$ cat src/rtl/bcd_pkg.sv
// Shared definitions for the decimal arithmetic datapath: digit limits,
// FSM state encoding and a digit validity helper.
package bcd_pkg;

    localparam logic [3:0] BCD_MAX   = 4'd9;
    localparam logic [3:0] BCD_RADIX = 4'd10;

    typedef enum logic [1:0] {
        S_IDLE = 2'd0,
        S_SUB  = 2'd1,
        S_NEG  = 2'd2,
        S_FIN  = 2'd3
    } state_e;

    function automatic logic is_bcd_digit(input logic [3:0] d);
        return d <= BCD_MAX;
    endfunction

endpackage

$ cat src/rtl/bcd_digit_sub.sv
// One BCD digit subtract with borrow: d = x - y - bin, corrected by +10 on
// underflow. Purely combinational; shared by the subtract and negate passes.
module bcd_digit_sub
    import bcd_pkg::*;
(
    input  logic [3:0] x,
    input  logic [3:0] y,
    input  logic       bin,
    output logic [3:0] d,
    output logic       bout
);

    logic signed [4:0] t;
    logic        [3:0] t_corr;

    // Signed difference; the low nibble plus ten (mod 16) is the corrected digit.
    always_comb begin
        t      = $signed({1'b0, x}) - $signed({1'b0, y}) - $signed({4'b0000, bin});
        t_corr = t[3:0] + BCD_RADIX;
        bout   = t[4];
        d      = bout ? t_corr : t[3:0];
    end

endmodule

$ cat src/rtl/bcd_serial_subtractor.sv
// Digit-serial BCD subtractor producing |a - b| in sign-magnitude form.
// Operands are shifted right one digit per clock (LSD first) and each result
// digit enters the top of the result register, so after DIGITS steps the
// result sits in natural order. A negative raw result is re-walked once more
// as 0 - r to obtain the magnitude.
module bcd_serial_subtractor
    import bcd_pkg::*;
#(
    parameter int DIGITS = 4
)
(
    input  logic                clk,
    input  logic                rst_n,
    input  logic                start,
    input  logic [4*DIGITS-1:0] a,
    input  logic [4*DIGITS-1:0] b,
    output logic                busy,
    output logic                done,
    output logic [4*DIGITS-1:0] diff,
    output logic                neg,
    output logic                invalid
);

    localparam int W  = 4 * DIGITS;
    localparam int IW = (DIGITS > 1) ? $clog2(DIGITS) : 1;
    localparam logic [IW-1:0] LAST_IDX = IW'(DIGITS - 1);

    state_e          state_q, state_d;
    logic [W-1:0]    a_q, a_d;
    logic [W-1:0]    b_q, b_d;
    logic [W-1:0]    r_q, r_d;
    logic [W-1:0]    diff_q, diff_d;
    logic [IW-1:0]   idx_q, idx_d;
    logic            borrow_q, borrow_d;
    logic            neg_q, neg_d;
    logic            inv_q, inv_d;

    logic            ops_valid;
    logic [3:0]      sub_x, sub_y, sub_d;
    logic            sub_bout;
    logic [W-1:0]    r_shift;

    // Every digit of both incoming operands must be a legal BCD digit.
    always_comb begin
        ops_valid = 1'b1;
        for (int i = 0; i < DIGITS; i++) begin
            if (!is_bcd_digit(a[4*i +: 4]) || !is_bcd_digit(b[4*i +: 4]))
                ops_valid = 1'b0;
        end
    end

    // Negate pass subtracts the stored raw result from zero.
    always_comb begin
        sub_x = (state_q == S_NEG) ? 4'd0 : a_q[3:0];
        sub_y = (state_q == S_NEG) ? r_q[3:0] : b_q[3:0];
    end

    bcd_digit_sub u_digit_sub (
        .x    (sub_x),
        .y    (sub_y),
        .bin  (borrow_q),
        .d    (sub_d),
        .bout (sub_bout)
    );

    // Next-state, datapath sequencing and result capture.
    always_comb begin
        state_d  = state_q;
        a_d      = a_q;
        b_d      = b_q;
        r_d      = r_q;
        diff_d   = diff_q;
        idx_d    = idx_q;
        borrow_d = borrow_q;
        neg_d    = neg_q;
        inv_d    = inv_q;
        r_shift  = (r_q >> 4) | (W'(sub_d) << (W - 4));

        case (state_q)
            S_IDLE: begin
                if (start) begin
                    a_d      = a;
                    b_d      = b;
                    r_d      = '0;
                    idx_d    = '0;
                    borrow_d = 1'b0;
                    diff_d   = '0;
                    neg_d    = 1'b0;
                    inv_d    = !ops_valid;
                    state_d  = ops_valid ? S_SUB : S_FIN;
                end
            end
            S_SUB: begin
                a_d      = a_q >> 4;
                b_d      = b_q >> 4;
                r_d      = r_shift;
                borrow_d = sub_bout;
                idx_d    = idx_q + 1'b1;
                if (idx_q == LAST_IDX) begin
                    idx_d = '0;
                    if (sub_bout) begin
                        // Raw result is the ten's complement; negate it next.
                        borrow_d = 1'b0;
                        state_d  = S_NEG;
                    end else begin
                        diff_d  = r_shift;
                        neg_d   = 1'b0;
                        state_d = S_FIN;
                    end
                end
            end
            S_NEG: begin
                r_d      = r_shift;
                borrow_d = sub_bout;
                idx_d    = idx_q + 1'b1;
                if (idx_q == LAST_IDX) begin
                    // The final borrow is always set here and carries no information.
                    idx_d    = '0;
                    borrow_d = 1'b0;
                    diff_d   = r_shift;
                    neg_d    = 1'b1;
                    state_d  = S_FIN;
                end
            end
            S_FIN: begin
                state_d = S_IDLE;
            end
            default: begin
                state_d = S_IDLE;
            end
        endcase
    end

    // State and datapath registers; reset aborts any transaction at once.
    always_ff @(posedge clk or negedge rst_n) begin
        if (!rst_n) begin
            state_q  <= S_IDLE;
            a_q      <= '0;
            b_q      <= '0;
            r_q      <= '0;
            diff_q   <= '0;
            idx_q    <= '0;
            borrow_q <= 1'b0;
            neg_q    <= 1'b0;
            inv_q    <= 1'b0;
        end else begin
            state_q  <= state_d;
            a_q      <= a_d;
            b_q      <= b_d;
            r_q      <= r_d;
            diff_q   <= diff_d;
            idx_q    <= idx_d;
            borrow_q <= borrow_d;
            neg_q    <= neg_d;
            inv_q    <= inv_d;
        end
    end

    assign busy    = (state_q == S_SUB) || (state_q == S_NEG);
    assign done    = (state_q == S_FIN);
    assign diff    = diff_q;
    assign neg     = neg_q;
    assign invalid = inv_q;

endmodule
$ cat config.mk
export PLATFORM = sky130hd
export DESIGN_NAME = bcd_serial_subtractor
export DESIGN_NICKNAME = d
export VERILOG_FILES = /design/src/rtl/bcd_pkg.sv /design/src/rtl/bcd_digit_sub.sv /design/src/rtl/bcd_serial_subtractor.sv
export SDC_FILE = /design/constraint.sdc
export NUM_CORES = 1
export LEC_CHECK = 0
export CORE_ASPECT_RATIO = 0.75
export CORE_MARGIN = 3
export CORE_UTILIZATION = 54
export DETAILED_ROUTE_END_ITERATION = 12
export PLACE_DENSITY_LB_ADDON = 0.12
export SETUP_SLACK_MARGIN = 0.05
export SYNTH_ARGS = -nofsm -noshare
export SYNTH_HDL_FRONTEND = slang
export SYNTH_SLANG_ARGS = --single-unit
$ cat constraint.sdc
create_clock -name clk -period 3.7 [get_ports clk]
set_clock_uncertainty 0.05 [all_clocks]
set_input_delay 0.74 -clock clk [delete_from_list [all_inputs] [get_ports clk]]
set_output_delay 0.74 -clock clk [all_outputs]
set_load 0.01 [all_outputs]
==> flow_metrics.py <==
metrics = {
    "outcome": {
        "status": "completed",
    },
    "final_layout": {
        "areaGrowthSynthToFinish_pct": 23.3,
        "layout-drive-gt1-share_pct": 13.4,
        "nNetsFinal": 431,
        "diodes": 0,
        "final_cell_area_um2": 4400,
        "layout_commonest_cell": "dfrtp_1",
        "fill_cells": 469,
        "seqCellArea_um2": 1780,
        "layout_common_cells": "dfrtp_1 (71), clkdlybuf4s50_1 (53), o21ai_0 (47), nand2_1 (46), mux2i_1 (31)",
        "multi_input_area_um2": 1660,
    },
    "worst_setup_path": {
        "crit_arrival_ns": 3.58,
        "crit_type": "reg2reg",
        "r2r_slack_ns": 0.30,
        "r2r.worst_path.cells": 12,
        "worstPathMaxFanout": 10,
        "r2r_start": "state_q[0]$_DFFE_PN0P_",
        "cp-end-kind": "flop",
        "start_kind": "flop",
        "reg2reg_to": "diff[3]$_DFFE_PN0P_",
        "crit_start": "state_q[0]$_DFFE_PN0P_",
        "crit_required_ns": 3.88,
    },
    "timing": {
        "fin_crit_sh_pct": 92.0,
        "period_minus_slack_ns": 3.40,
        "slew_violations": 0,
        "slew_headroom_pct": 47.1,
        "worstMarginPinSlew_ns": 0.794,
        "setup_viol": 0,
        "finalHoldViolations": 0,
        "rsz0062_at_grt": "no",
        "timing.setup.tns_ns": 0,
        "max_freq_ghz": 0.294,
    },
    "clock_tree": {
        "numCtsBuffers": 9,
        "cts.clk_slew.worst_paths_ns": 0.08,
        "ctsHoldBuffers": 0,
        "cts_buffer_depth": 2,
        "cts.sinks": 71,
        "post_cts_buffers": 0,
        "cts_root_buf": "clkbuf_8",
        "insertion_delay_ns": 0.34,
        "cts.repair.resized": 0,
        "cts_tree": "done",
        "h-tree-depth": 3,
    },
    "floorplanning": {
        "die_h_um": 76.4,
        "initial_core_util_pct": 58.5,
        "die_area_um2": 7620,
        "io-pin-count": 55,
        "fp.dieW_um": 99.8,
        "rows": 24,
        "core_um2": 6100,
    },
    "route": {
        "final_antenna_net_count": 0,
        "drc": 0,
        "viasPerCell": 5.41,
        "drt-initial-drc-count": 142,
        "vias": 2528,
        "routedWlPerCell_um": 16.2,
        "drtPass1Iterations": 4,
        "wl_mm": 7.55,
    },
    "logic_synthesis": {
        "ys_seq_area_share_pct": 49.8,
        "syn_area_um2": 3570,
        "synth-edff-count": 0,
        "syn_inst": 330,
        "synth_cell_types": 41,
        "ys_warn_count": 0,
        "synth_nets": 377,
        "async_reset_ff_share_pct": 100,
        "ys_seq_elements": 71,
        "synth-main-ff-cell": "dfrtp_1",
        "synth.avg_cell_area_um2": 10.8,
    },
    "power_and_ir_drop": {
        "p_comb_share_pct": 56.5,
        "totalPowerFinal_mw": 4.52,
        "pwr_density_cell_nw_per_um2": 1030,
        "pwr-share-seq_pct": 28.7,
        "peakVddDrop_v": 0.000677,
        "switching_share_pct": 40.6,
        "clkPwrFrac_pct": 14.8,
        "p_switching_mw": 1.84,
        "p_int_mw": 2.69,
        "p_leak_nw": 1.96,
    },
    "global_route": {
        "grt_pass1_vias": 2581,
        "grt_pass1_wl_mm": 13.1,
        "overflow": 0,
        "grt_start_max_net_pins": 49,
        "antenna_found_initial": 0,
        "grt_usage_pct": 21.7,
    },
    "place": {
        "hpwl_mm": 5.44,
        "place_area_um2": 4180,
        "portBuffers": 54,
        "place.gp.congestion": 0.826,
    },
    "job": {
        "maxCapViolCount": 0,
    },
    "min_path": {
        "min_path_type": "in2async",
    },
}
-- power by group through the flow --
stage / clock network, mW / registers (mW) / logic [mW]
2_1_floorplan: 0 / 1.29 / 1.88
3_3_place_gp: 0 / 1.30 / 2.47
3_5_place_dp: 0 / 1.31 / 2.52
4_1_cts: 0.686 / 1.30 / 2.57
5_1_grt: 0.722 / 1.34 / 2.85
6_report: 0.670 / 1.30 / 2.55
-- worst max-delay path by stage --
stage	slack, ns	to	depth (start not counted)
after detailed placement	0.22	diff[3]$_DFFE_PN0P_	12
after floorplan	0.39	diff[5]$_DFFE_PN0P_	13
after global routing	0.13	diff[3]$_DFFE_PN0P_	12
final	0.30	diff[3]$_DFFE_PN0P_	12
after global placement	0.33	diff[3]$_DFFE_PN0P_	12
after CTS	0.20	diff[3]$_DFFE_PN0P_	12
-- routing by layer --
layer | routed length, um | global-route usage [%] | up-vias | part of all wire [%]
li1 | - | - | 1252 | -
met1 | 3890 | 34.2 | 1225 | 52
met2 | 3340 | 30.0 | 47 | 44
met3 | 251 | 5.03 | 4 | 3.3
met4 | 61 | 5.32 | 0 | 0.81
met5 | 0 | 0 | - | 0
-- through the flow --
| stage | std cells | hold slack (ns) | util [%] | setup WS [ns] |
|---|---|---|---|---|
| after CTS | 467 | 0.435 | 72.1 | 0.202 |
| after detailed placement | 451 | 0.420 | 68.6 | 0.219 |
| after floorplan | 330 | 0.392 | - | 0.390 |
| after global placement | 451 | 0.405 | 68.6 | 0.335 |
| final | 467 | 0.429 | 72.1 | 0.297 |
| after global routing | 467 | 0.454 | 72.1 | 0.126 |
-- layout make-up --
type,instances,area share [%]
repair buffers,61,13.7
inverters,13,1.11
well taps,78,2.22
clock buffers,11,2.99
multi-input cells,228,37.7
clock inverters,5,1.88
flip-flops and latches,71,40.4
-- synthesized netlist by cell type, types with 2 or more instances --
library cell,number,area share (%)
dfrtp_1,71,50
o21ai_0,47,6.6
nand2_1,46,4.8
mux2i_1,31,8.7
mux2_2,19,6.0
inv_1,13,1.4
clkbuf_1,10,1.1
ha_1,10,3.5
and2_1,9,1.6
a22oi_1,8,1.7
nor2_1,8,0.84
nand2b_1,7,1.2
a21oi_1,5,0.70
nor2b_1,5,0.88
buf_2,4,0.56
mux2_4,4,1.7
nand3_1,3,0.42
buf_1,2,0.21
fa_1,2,1.1
nand4_1,2,0.35
nor3_1,2,0.28
o2111ai_1,2,0.49
xnor2_1,2,0.49
-- sequential cells by signal (all words and copies together), names as in the netlist --
| register | count |
|---|---|
| r_q | 16 |
| state_q | 2 |
| b_q | 16 |
| a_q | 16 |
| invalid | 1 |
| borrow_q | 1 |
| idx_q | 2 |
| diff | 16 |
| neg | 1 |
-- critical path, cell delays in order, from the launching register on --
cell,delay [ns]
dfrtp_1,0.43
inv_1,0.13
ha_2,0.32
mux2_2,0.38
fa_1,0.39
inv_1,0.11
fa_1,0.21
nand2b_1,0.16
a21oi_4,0.09
xor2_2,0.18
a211oi_4,0.26
buf_4,0.24
mux2_2,0.36
-- kinds of logic after synthesis --
group	count (synthesis)	share of synthesized area (%)
AO/OA/AOI/OAI	70	11.7
XOR/XNOR	5	1.82
adder cells (fa/ha/maj)	12	4.63
buffers and inverters	31	3.93
flip-flops	71	49.8
multiplexers	54	16.4
AND/OR/NAND/NOR	87	11.7
No activity file was read; power rests on OpenSTA's default activity.
